**config.mk**
```make
export PLATFORM = sky130hd
export DESIGN_NAME = decode_hazard_ctrl
export DESIGN_NICKNAME = d
export VERILOG_FILES = /design/src/rtl/decode_hazard_ctrl.sv
export SDC_FILE = /design/constraint.sdc
export NUM_CORES = 1
export LEC_CHECK = 0
export CORE_UTILIZATION = 44
export CTS_CLUSTER_DIAMETER = 150
export DETAILED_ROUTE_END_ITERATION = 12
export HOLD_SLACK_MARGIN = 0.02
export PLACE_DENSITY = 0.7
export SKIP_LAST_GASP = 1
export SYNTH_ARGS = -nofsm -noshare
export SYNTH_HDL_FRONTEND = slang
export SYNTH_SLANG_ARGS = --single-unit
```
**constraint.sdc**
```tcl
create_clock -name clk -period 4.3 [get_ports clk]
set_input_delay 0.86 -clock clk [delete_from_list [all_inputs] [get_ports clk]]
set_output_delay 0.86 -clock clk [all_outputs]
set_load 0.05 [all_outputs]
```
**src/rtl/decode_hazard_ctrl.sv**
```systemverilog
// Issue controller between decode and execute. It tracks pending register
// writes and in-flight instructions, stalls decode on RAW/WAW hazards,
// back-pressure or a full pipeline, and runs ECALL/FENCE alone through an
// empty pipeline.
module decode_hazard_ctrl #(
  parameter int NUM_REGS     = 32,
  parameter int MAX_INFLIGHT = 4,
  parameter int CNT_W        = 3
) (
  input  logic                clk,
  input  logic                reset,
  input  logic                dec_valid,
  input  logic [4:0]          dec_r1,
  input  logic [4:0]          dec_r2,
  input  logic                dec_uses_r2,
  input  logic [4:0]          dec_dst,
  input  logic                dec_serialize,
  input  logic                next_stage_ready,
  input  logic                flush,
  input  logic                wb_valid,
  input  logic [4:0]          wb_dst,
  output logic                issue,
  output logic                stall,
  output logic [NUM_REGS-1:0] pending_mask,
  output logic [CNT_W-1:0]    inflight,
  output logic                serial_busy,
  output logic                err_retire
);

  localparam logic [1:0] S_RUN    = 2'd0;
  localparam logic [1:0] S_DRAIN  = 2'd1;
  localparam logic [1:0] S_SERIAL = 2'd2;

  localparam logic [CNT_W-1:0] MAX_CNT = CNT_W'(MAX_INFLIGHT);
  localparam logic [CNT_W-1:0] ONE     = CNT_W'(1);

  logic [1:0]          state, state_nxt;
  logic                hazard;
  logic                empty;
  logic [NUM_REGS-1:0] pending_nxt;

  assign empty       = (inflight == '0);
  assign serial_busy = (state != S_RUN);

  // Hazard check uses the registered scoreboard only; a retire in the same
  // cycle does not unblock the instruction until the next cycle.
  always_comb begin
    hazard = 1'b0;
    if (dec_r1 != 5'd0 && pending_mask[dec_r1])                 hazard = 1'b1;
    if (dec_uses_r2 && dec_r2 != 5'd0 && pending_mask[dec_r2])  hazard = 1'b1;
    if (dec_dst != 5'd0 && pending_mask[dec_dst])               hazard = 1'b1;
  end

  // Issue decision and next serialization state.
  always_comb begin
    issue     = 1'b0;
    state_nxt = state;
    case (state)
      S_RUN: begin
        if (dec_valid && dec_serialize && !flush) begin
          if (empty && next_stage_ready) begin
            issue     = 1'b1;
            state_nxt = S_SERIAL;
          end else begin
            state_nxt = S_DRAIN;
          end
        end else begin
          issue = dec_valid && !dec_serialize && !flush && next_stage_ready &&
                  !hazard && (inflight < MAX_CNT);
        end
      end
      S_DRAIN: begin
        if (flush) begin
          state_nxt = S_RUN;
        end else if (dec_valid && empty && next_stage_ready) begin
          issue     = 1'b1;
          state_nxt = S_SERIAL;
        end
      end
      S_SERIAL: begin
        if (wb_valid && inflight == ONE) state_nxt = S_RUN;
      end
      default: state_nxt = S_RUN;
    endcase
    if (!reset) begin
      issue     = 1'b0;
      state_nxt = S_RUN;
    end
  end

  assign stall = reset && dec_valid && !issue && !flush;

  // Scoreboard next value: retire clears, issue sets (set wins); x0 never tracked.
  always_comb begin
    pending_nxt = '0;
    for (int i = 1; i < NUM_REGS; i++) begin
      pending_nxt[i] = (pending_mask[i] && !(wb_valid && wb_dst == 5'(i))) ||
                       (issue && dec_dst == 5'(i));
    end
  end

  // State, scoreboard, in-flight counter and sticky retire error.
  always_ff @(posedge clk) begin
    if (!reset) begin
      state        <= S_RUN;
      pending_mask <= '0;
      inflight     <= '0;
      err_retire   <= 1'b0;
    end else begin
      state        <= state_nxt;
      pending_mask <= pending_nxt;
      if (issue && !wb_valid)
        inflight <= inflight + ONE;
      else if (wb_valid && !issue && !empty)
        inflight <= inflight - ONE;
      if (wb_valid && empty)
        err_retire <= 1'b1;
    end
  end

endmodule

```
==> flow_metrics.py, run 1 <==
metrics = {
    "synthesis": {
        "synth_edf_count": 0,
        "async_flop_share_pct": 0,
        "yosysSeqAreaShare_pct": 25.5,
        "synth_cell_types": 51,
        "ys_ff_latch": 37,
        "synth.top_cell.area_share_pct": 25.5,
        "synth_common_cells": "37 x dfxtp_1, 23 x mux4_2, 19 x a211o_1",
        "synthesis.area_mm2": 0.00291,
        "yosysMostFrequentCell": "dfxtp_1",
        "synthesis.nets": 335,
        "synth.yosys.warnings": 0,
        "syn_inst": 303,
        "synth_ff_type": "dfxtp_1",
        "syn_avg_cell_area_um2": 9.59,
        "synth_top_area_cell": "dfxtp_1",
        "yosys-top-cells-area": "dfxtp_1 25%, mux4_2 18%, a211o_1 5.7%",
    },
    "timing": {
        "hold_viol": 0,
        "rsz0062_at_grt": "no",
        "period_needed_ps": 4180,
        "setup_viol": 0,
        "layout_worst_path_cycle_share_pct": 97.3,
        "slew_viol_final": 0,
        "finClkSkew_ps": 3.15,
        "worstMarginPinSlew_ps": 581,
        "fmax_mhz": 239,
        "slew_headroom_pct": 61.2,
        "finalSetupTns_ps": 0,
        "setup_slack_ps": 116,
    },
    "global_route": {
        "grt_pass1_wl_mm": 14.0,
        "grt.overflow.total": 0,
        "antenna_found_initial": 0,
        "grt.total_usage_pct": 25.5,
        "grt_max_degree": 45,
        "grt_pass1_vias": 2584,
    },
    "place": {
        "pre_cts_ws_ps": -22.6,
        "dp_hpwl_mm": 6.37,
        "gp_congestion": 0.916,
        "placed_area_mm2": 0.00364,
        "io_buffers": 65,
        "placed_cells": 431,
    },
    "power": {
        "p_per_area_mw_per_mm2": 233,
        "power_frac_clock_pct": 27.8,
        "sw_frac_of_total_pct": 32.6,
        "p_leak_nw": 1.27,
        "internal-power_mw": 0.594,
        "ir_drop_mv": 0.148,
        "seqPwrFrac_pct": 41.6,
        "p_sw_mw": 0.288,
        "combPwrFrac_pct": 30.7,
    },
    "worst_setup_path": {
        "cp.arrival_ps": 3320,
        "crit_path_end_kind": "output port",
        "required_ps": 3440,
        "startpoint_type": "input port",
        "worst-path-max-fanout": 15,
        "crit_type": "in -> out",
    },
    "cells_and_area": {
        "drive_above_1_share_pct": 17.3,
        "area_delta_synth_final_pct": 30.1,
        "final_nets": 396,
        "instances_no_fill": 441,
        "final_area_mm2": 0.00378,
        "diodes": 0,
    },
    "clock_tree": {
        "clock_sinks": 37,
        "clk_latency_ps": 290,
        "cts_tree": "yes",
        "cts.clk_slew.worst_paths_ps": 70,
        "hold_buffers": 0,
        "root_buffer": "clkbuf_8",
        "h-tree-depth": 2,
        "cts_max_path_buffers": 2,
        "numCtsBuffers": 5,
    },
    "routing": {
        "route.vias.total": 2887,
        "drcViolationCount": 0,
        "vias_per_cell": 6.55,
        "antenna_left": 0,
        "drtIter0Drc": 330,
        "drtPass1Iterations": 5,
        "drt-total-wl_mm": 8.87,
        "post_drt_wl_per_cell_um": 20.1,
    },
    "die": {
        "io_pins": 67,
        "chipHeight_um": 83.3,
        "die_w_um": 83.3,
        "placementRows": 29,
        "start_util_pct": 45.8,
        "die-area_mm2": 0.00693,
        "core_area_mm2": 0.00635,
    },
    "min_path": {
        "hold_class": "reg -> reg",
    },
    "status": {
        "status": "completed",
    },
    "run": {
        "drv_cap": 0,
    },
}
==> metrics by stage <==
stage          util (%)  total power [mW]  hold slack, ps
2_1_floorplan         -             0.546             509
3_3_place_gp       57.4             0.635             478
3_5_place_dp       57.4             0.638             484
4_1_cts            59.3             0.886             505
5_1_grt            59.5             0.923             556
6_report           59.5             0.882             493
==> power groups by stage <==
| stage | Clock, mW | Sequential, mW | Combinational [mW] |
|---|---|---|---|
| 2_1_floorplan | 0 | 0.407 | 0.139 |
| 3_3_place_gp | 0 | 0.374 | 0.261 |
| 3_5_place_dp | 0 | 0.374 | 0.263 |
| 4_1_cts | 0.253 | 0.366 | 0.267 |
| 5_1_grt | 0.265 | 0.368 | 0.289 |
| 6_report | 0.245 | 0.367 | 0.270 |
==> worst max-delay path, stage by stage <==
cell             delay (ps)
clkdlybuf4s50_1         510
buf_12                  160
mux4_2                  510
nand4_1                 130
nand3_2                 110
a2111oi_4               410
nand3_4                 100
and2_4                  180
and4b_1                 190
buf_6                   150
==> final cells by class <==
class | instances | area (um2)
sequential | 37 | 741
tap | 77 | 96.3
multi-input combinational | 226 | 1990
timing repair buffer | 83 | 825
inverter | 11 | 41.3
fill | 544 | 2570
clock buffer | 7 | 86.3
==> registers in the layout, indices dropped and copies added (netlist names) <==
| register | cells |
|---|---|
| pending_mask | 31 |
| inflight | 3 |
| err_retire | 1 |
| state | 2 |
==> worst paths after layout <==
check                                      from  cells past startpoint     endpoint  slack (ps)
worst min-delay path                 err_retire                      2   err_retire         490
worst max register to register  pending_mask[3]                      9  inflight[1]        1620
worst max-delay path                 dec_dst[0]                     10        stall         120
worst min register to register       err_retire                      2   err_retire         490
==> routing by layer <==
| layer | track usage, % | vias up | wire (um) |
|---|---|---|---|
| met1 | 37.2 | 1401 | 3960 |
| met2 | 37.6 | 165 | 3980 |
| met4 | 9.72 | 0 | 238 |
| li1 | - | 1297 | - |
| met3 | 4.17 | 24 | 691 |
| met5 | 0 | - | 0 |
==> cells by family after synthesis <==
| family | synth area share (%) |
|---|---|
| multiplexers | 20.4 |
| buffers and inverters | 6.67 |
| AO/OA/AOI/OAI | 30.4 |
| AND/OR/NAND/NOR | 15.2 |
| flip-flops | 25.5 |
| other | 0.129 |
| adder cells (fa/ha/maj) | 1.72 |
==> what timing repair did <==
item                                    CTS  global route
pin swaps                                 1             2
buffers inserted                          2             1
endpoints found under the setup margin    1             1
resized for setup                         4             3
==> cell usage in the layout (no fill, tap or decap), types with 11 or more instances in the layout <==
| cell | n |
|---|---|
| clkdlybuf4s50_1 | 62 |
| dfxtp_1 | 37 |
| mux4_2 | 23 |
| a211o_1 | 19 |
| buf_4 | 16 |
| o21ai_0 | 15 |
| a21boi_1 | 15 |
| o21a_1 | 14 |
| a211oi_1 | 13 |
| inv_1 | 11 |
| nor2_1 | 11 |
Note: power is estimated with default switching activity, not from simulation.
==> run 2, diff against run 1 <==
- CORE_UTILIZATION: 44 -> 25
- PLACE_DENSITY: 0.7 -> 0.44
==> run 2 against run 1 <==
  * Via count shrank 2.6%
  * Worst hold slack gained 7.1 ps
  * Critical path depth is the same
  * Worst setup slack gained 1.1 ps
  * Cell area grew 4.6%
  * Count of clock-buffer cells in the layout shrank 2
  * Sequential share of layout area shrank 0.87 points
  * Clock power grew 48%
  * Critical path type unchanged
  * Largest power group unchanged
==> flow_metrics.py, run 2 (synthesis results as in run 1) <==
metrics = {
    "routing": {
        "drt-total-wl_mm": 10.1,
        "drtIter0Drc": 173,
        "antenna_left": 0,
        "drcViolationCount": 0,
        "post_drt_wl_per_cell_um": 20.0,
        "route.vias.total": 2812,
        "vias_per_cell": 5.54,
        "drtPass1Iterations": 4,
    },
    "global_route": {
        "grt.overflow.total": 0,
        "grt_most_used_layer": "met1",
        "grt_pass1_vias": 2589,
        "gr-usage-met3_pct": 2.07,
        "grt.total_usage_pct": 17.3,
        "grt_use_met2_pct": 25.8,
        "grt_pass1_wl_mm": 15.4,
        "grt_max_degree": 45,
        "antenna_found_initial": 0,
        "grt_use_met1_pct": 26.0,
    },
    "die": {
        "start_util_pct": 25.6,
        "io_pins": 67,
        "placementRows": 39,
        "die-area_mm2": 0.0121,
        "chipHeight_um": 110,
        "core_area_mm2": 0.0114,
        "die_w_um": 110,
    },
    "timing": {
        "finClkSkew_ps": 7.75,
        "period_needed_ps": 4180,
        "setup_slack_ps": 117,
        "hold_viol": 0,
        "worstMarginPinSlew_ps": 583,
        "slew_headroom_pct": 61.0,
        "layout_worst_path_cycle_share_pct": 97.3,
        "fmax_mhz": 239,
        "slew_viol_final": 0,
        "finalSetupTns_ps": 0,
        "setup_viol": 0,
        "rsz0062_at_grt": "no",
    },
    "place": {
        "gp_congestion": 0.804,
        "placed_area_mm2": 0.00374,
        "pre_cts_ws_ps": -75.2,
        "io_buffers": 65,
        "placed_cells": 497,
        "dp_hpwl_mm": 7.55,
    },
    "worst_setup_path": {
        "required_ps": 3440,
        "worst-path-max-fanout": 15,
        "cpPeakStageDelay_ps": 510,
        "crit_path_cell_trace": "clkdlybuf4s50_1 > buf_12 > mux4_2 > nand4_1 > nand3_1 > a2111oi_4 > nand3_4 > and2_4 > and4b_1 > buf_6",
        "crit_path_end_kind": "output port",
        "cp.arrival_ps": 3320,
        "cp_top_family": "buffers and inverters",
        "crit_type": "in -> out",
        "startpoint_type": "input port",
        "critPathSlowestCell": "clkdlybuf4s50_1",
        "worst-path-buf-inv": 3,
    },
    "clock_tree": {
        "cts_tree": "yes",
        "numCtsBuffers": 5,
        "clock_sinks": 37,
        "cts_max_path_buffers": 2,
        "cts.clk_slew.worst_paths_ps": 60,
        "h-tree-depth": 2,
        "hold_buffers": 0,
        "clk_latency_ps": 290,
        "root_buffer": "clkbuf_16",
    },
    "power": {
        "ir_drop_mv": 0.143,
        "combPwrFrac_pct": 27.6,
        "p_per_area_mw_per_mm2": 255,
        "sw_frac_of_total_pct": 32.2,
        "power_mw": 1.01,
        "power_frac_clock_pct": 36.0,
        "seqPwrFrac_pct": 36.4,
        "p_leak_nw": 1.31,
        "p_sw_mw": 0.325,
        "internal-power_mw": 0.684,
    },
    "cells_and_area": {
        "largest_register_ffs": 31,
        "top_register": "pending_mask",
        "nFillCells": 1193,
        "final_nets": 396,
        "diodes": 0,
        "largest_registers": "pending_mask: 31 flops, inflight: 3 flops, state: 2 flops",
        "instances_no_fill": 508,
        "layout_common_cells": "61 x clkdlybuf4s50_1, 37 x dfxtp_1, 23 x mux4_2",
        "drive_above_1_share_pct": 17.3,
        "final_area_mm2": 0.00396,
        "final_common_cell": "clkdlybuf4s50_1",
        "area_delta_synth_final_pct": 36.2,
    },
    "run": {
        "drv_cap": 0,
    },
    "status": {
        "status": "completed",
    },
    "min_path": {
        "hold_class": "reg -> reg",
    },
}
-- run 2: cell count changes in the layout (fill, tap and decap cells not counted), sizes merged --
cell and delta:
dlygate4sd2 +1, bufbuf +1, buf -1, clkinv +2
clkinvlp +1, clkbuf -2, clkdlybuf4s50 -1
-- run 2: stage by stage --
step                      hold WS [ps]  utilization [%]
after floorplan                    509                -
after global placement             484             32.9
after detailed placement           483             32.9
after CTS                          506             34.5
after global routing               517             34.8
final                              500             34.8
-- run 2: power groups by stage --
stage | registers, mW | logic (mW) | clock network (mW)
CTS | 0.367 | 0.277 | 0.371
global placement | 0.375 | 0.272 | 0
detailed placement | 0.375 | 0.271 | 0
finish | 0.367 | 0.279 | 0.363
global route | 0.369 | 0.301 | 0.387
floorplan | 0.407 | 0.139 | 0
-- run 2: worst paths after layout --
kind | start | endpoint | slack, ps | depth (start not counted)
worst max register to register | state[1] | inflight[1] | 1660 | 9
worst max-delay path | dec_dst[0] | stall | 120 | 10
worst min-delay path | err_retire | err_retire | 500 | 2
worst min register to register | err_retire | err_retire | 500 | 2
-- run 2: layout make-up --
class / instances / area [um2] / share of cell area, %
multi-input cells: 226 / 1990 / 50.3
repair buffers: 83 / 861 / 21.8
flip-flops and latches: 37 / 741 / 18.7
well taps: 143 / 179 / 4.52
clock buffers: 5 / 125 / 3.16
inverters: 11 / 41.3 / 1.04
clock inverters: 3 / 17.5 / 0.443
-- run 2: worst register-to-register path: stages (launching register included) --
cell,delay (ps)
dfxtp_1,330
or3b_1,400
nor4b_1,290
buf_4,170
nand4_1,140
a2111oi_4,340
buf_4,180
a32oi_1,190
mux2i_1,170
a311o_1,330
-- run 2: timing repair --
item	4_1_cts	5_1_grt
setup endpoints to repair	1	1
pin swaps	1	2
gates cloned	1	0
gates resized for setup	4	3
buffers inserted	0	2
-- run 2: per-layer routing --
metal | up-vias | share of wire [%]
li1 | 1298 | -
met3 | 8 | 4.9
met4 | 0 | 1.3
met2 | 100 | 44
met1 | 1406 | 50
met5 | - | 0
==> run 3, diff against run 2 <==
- ABC_AREA: not set -> 1
==> run 3 against run 2 <==
  * Routed wire length increased by 14%
  * Worst hold slack lost 16 ps
  * Largest power group is now clock
  * Sequential power grew 4%
  * Highest routed layer unchanged
  * Clock skew decreased by 1.9 ps
  * Total power increased by 19%
==> flow_metrics.py, run 3 <==
metrics = {
    "status": {
        "status": "completed",
    },
    "die": {
        "die_w_um": 111,
        "core_area_mm2": 0.0115,
        "placementRows": 39,
        "io_pins": 67,
        "chipHeight_um": 111,
        "die-area_mm2": 0.0122,
        "start_util_pct": 25.7,
    },
    "worst_setup_path": {
        "crit_path_end_kind": "output port",
        "startpoint": "dec_r1[1]",
        "worst-path-max-fanout": 8,
        "cp.arrival_ps": 3150,
        "crit_path_cell_trace": "clkdlybuf4s50_1 > inv_1 > nor2_1 > nand2_1 > nand3_1 > nand3_1 > nand2_1 > nand2_1 > nand2_1 > inv_1 > nand3_2 > nand2_1 > nor4_1 > buf_4 > buf_12",
        "critPathSlowestCell": "clkdlybuf4s50_1",
        "required_ps": 3440,
        "cpMostUsedCell": "nand2_1",
        "crit_type": "in -> out",
        "cpPeakStageDelay_ps": 720,
        "startpoint_type": "input port",
        "regToRegStartpoint": "inflight[0]",
    },
    "clock_tree": {
        "cts.clk_slew.worst_paths_ps": 60,
        "postCtsSetupRepairBufs": 0,
        "cts_max_path_buffers": 2,
        "clk_latency_ps": 290,
        "root_buffer": "clkbuf_16",
        "cts_tree": "yes",
        "numCtsBuffers": 5,
        "h-tree-depth": 2,
        "hold_buffers": 0,
        "cts_resized": 0,
        "clock_sinks": 37,
    },
    "cells_and_area": {
        "largest_registers": "pending_mask: 31 flops, inflight: 3 flops, state: 2 flops",
        "instances_no_fill": 724,
        "final_nets": 612,
        "top_register": "pending_mask",
        "drive_above_1_share_pct": 6.02,
        "largest_register_ffs": 31,
        "utilization_pct": 34.2,
        "nFillCells": 1253,
        "area_delta_synth_final_pct": 32.9,
        "diodes": 0,
        "layout_common_cells": "154 x nand2_1, 69 x nand3_1, 61 x clkdlybuf4s50_1",
        "final_common_cell": "nand2_1",
    },
    "synthesis": {
        "synthesis.area_mm2": 0.00295,
        "synth.top_cell.area_share_pct": 25.1,
        "async_flop_share_pct": 0,
        "synth_ff_type": "dfxtp_1",
        "yosysSeqAreaShare_pct": 25.1,
        "syn_inst": 519,
        "synthesis.nets": 551,
        "yosys-top-cells-area": "dfxtp_1 25%, nand2_1 20%, nand3_1 12%",
        "synth_top_area_cell": "dfxtp_1",
        "syn_avg_cell_area_um2": 5.68,
        "synth_common_cells": "154 x nand2_1, 69 x nand3_1, 58 x nor2_1",
        "synth.yosys.warnings": 0,
        "ys_ff_latch": 37,
        "synth_cell_types": 30,
        "yosysMostFrequentCell": "nand2_1",
        "synth_edf_count": 0,
    },
    "place": {
        "io_buffers": 65,
        "placed_cells": 716,
        "gp_congestion": 0.873,
        "dp_hpwl_mm": 8.91,
    },
    "routing": {
        "post_drt_wl_per_cell_um": 16.0,
        "route.vias.total": 3503,
        "vias_per_cell": 4.84,
        "drcViolationCount": 0,
        "drt-total-wl_mm": 11.6,
        "drtIter0Drc": 227,
        "antenna_left": 0,
        "drtPass1Iterations": 5,
    },
    "global_route": {
        "grt_pass1_vias": 3440,
        "grt_pass1_wl_mm": 18.7,
        "grt.overflow.total": 0,
        "antenna_found_initial": 0,
        "grt.total_usage_pct": 19.3,
        "grt_max_degree": 36,
    },
    "timing": {
        "slew_viol_final": 0,
        "layout_worst_path_cycle_share_pct": 93.2,
        "period_needed_ps": 4010,
        "worstMarginPinSlew_ps": 552,
        "setup_viol": 0,
        "finClkSkew_ps": 5.85,
        "finalSetupTns_ps": 0,
        "hold_viol": 0,
        "rsz0062_at_grt": "no",
        "fmax_mhz": 249,
        "slew_headroom_pct": 63.1,
    },
    "power": {
        "p_per_area_mw_per_mm2": 305,
        "power_mw": 1.20,
        "ir_drop_mv": 0.212,
        "p_leak_nw": 1.65,
    },
    "min_path": {
        "hold_class": "reg -> reg",
        "hp-start": "err_retire",
    },
    "run": {
        "drv_cap": 0,
    },
}
[run 3: cell types whose count changed after synthesis, sizes merged, moves of 13 or more]
cell	delta
a211o	-19
a211oi	-13
a21boi	-25
a21oi	+35
inv	+48
mux4	-23
nand2	+146
nand3	+62
nor2	+50
o21a	-13
o21ai	+28
[run 3: metrics by stage]
| stage | hold slack [ps] | area [um2] | worst slack (ps) |
|---|---|---|---|
| after floorplan | 531 | 2950 | 124 |
| after global placement | 464 | 3740 | 212 |
| after detailed placement | 474 | 3740 | 213 |
| after CTS | 493 | 3910 | 195 |
| after global routing | 510 | 3920 | 75.6 |
| final | 484 | 3920 | 290 |
[run 3: where the power goes]
group          internal, mW  switching (mW)  total, mW
Combinational         0.131           0.248      0.379
Sequential            0.361          0.0201      0.381
Clock                 0.289           0.147      0.437
Total                 0.782           0.415       1.20
[run 3: final timing paths]
path | to | slack (ps) | cells after the start
setup / recovery | stall | 290 | 15
hold / removal | err_retire | 480 | 1
setup reg to reg | pending_mask[16] | 2070 | 11
hold reg to reg | err_retire | 480 | 1
[run 3: cell type report]
cell class	instances	area, um2	share of cell area, %
Clock buffer	6	139	3.54
Multi-Input combinational cell	399	1840	46.9
Tap cell	143	179	4.56
Clock inverter	2	37.5	0.958
Sequential cell	37	741	18.9
Timing Repair Buffer	76	758	19.3
Inverter	61	229	5.84
[run 3: metal layers]
layer	global-route usage [%]	up-vias	part of all wire (%)
met3	2.80	12	5.1
met2	31.8	114	47
met4	6.04	0	1.7
met5	0	-	0
li1	-	1791	-
met1	25.8	1586	46
[run 3: cells by family (layout without fill, tap and decap cells)]
family,after synthesis,count (layout),synth area share [%]
simple gates,298,298,42.8
flops,37,37,25.1
buf+inv,83,145,12.7
compound gates,94,94,16.9
xor+xnor,2,2,0.594
fa+ha+maj,4,4,1.70
other cells,1,1,0.127
[run 3: worst max-delay path, delay by kind of cell]
| kind | cells | cell delay, ps |
|---|---|---|
| buf+inv | 5 | 1270 |
| simple gates | 10 | 1010 |
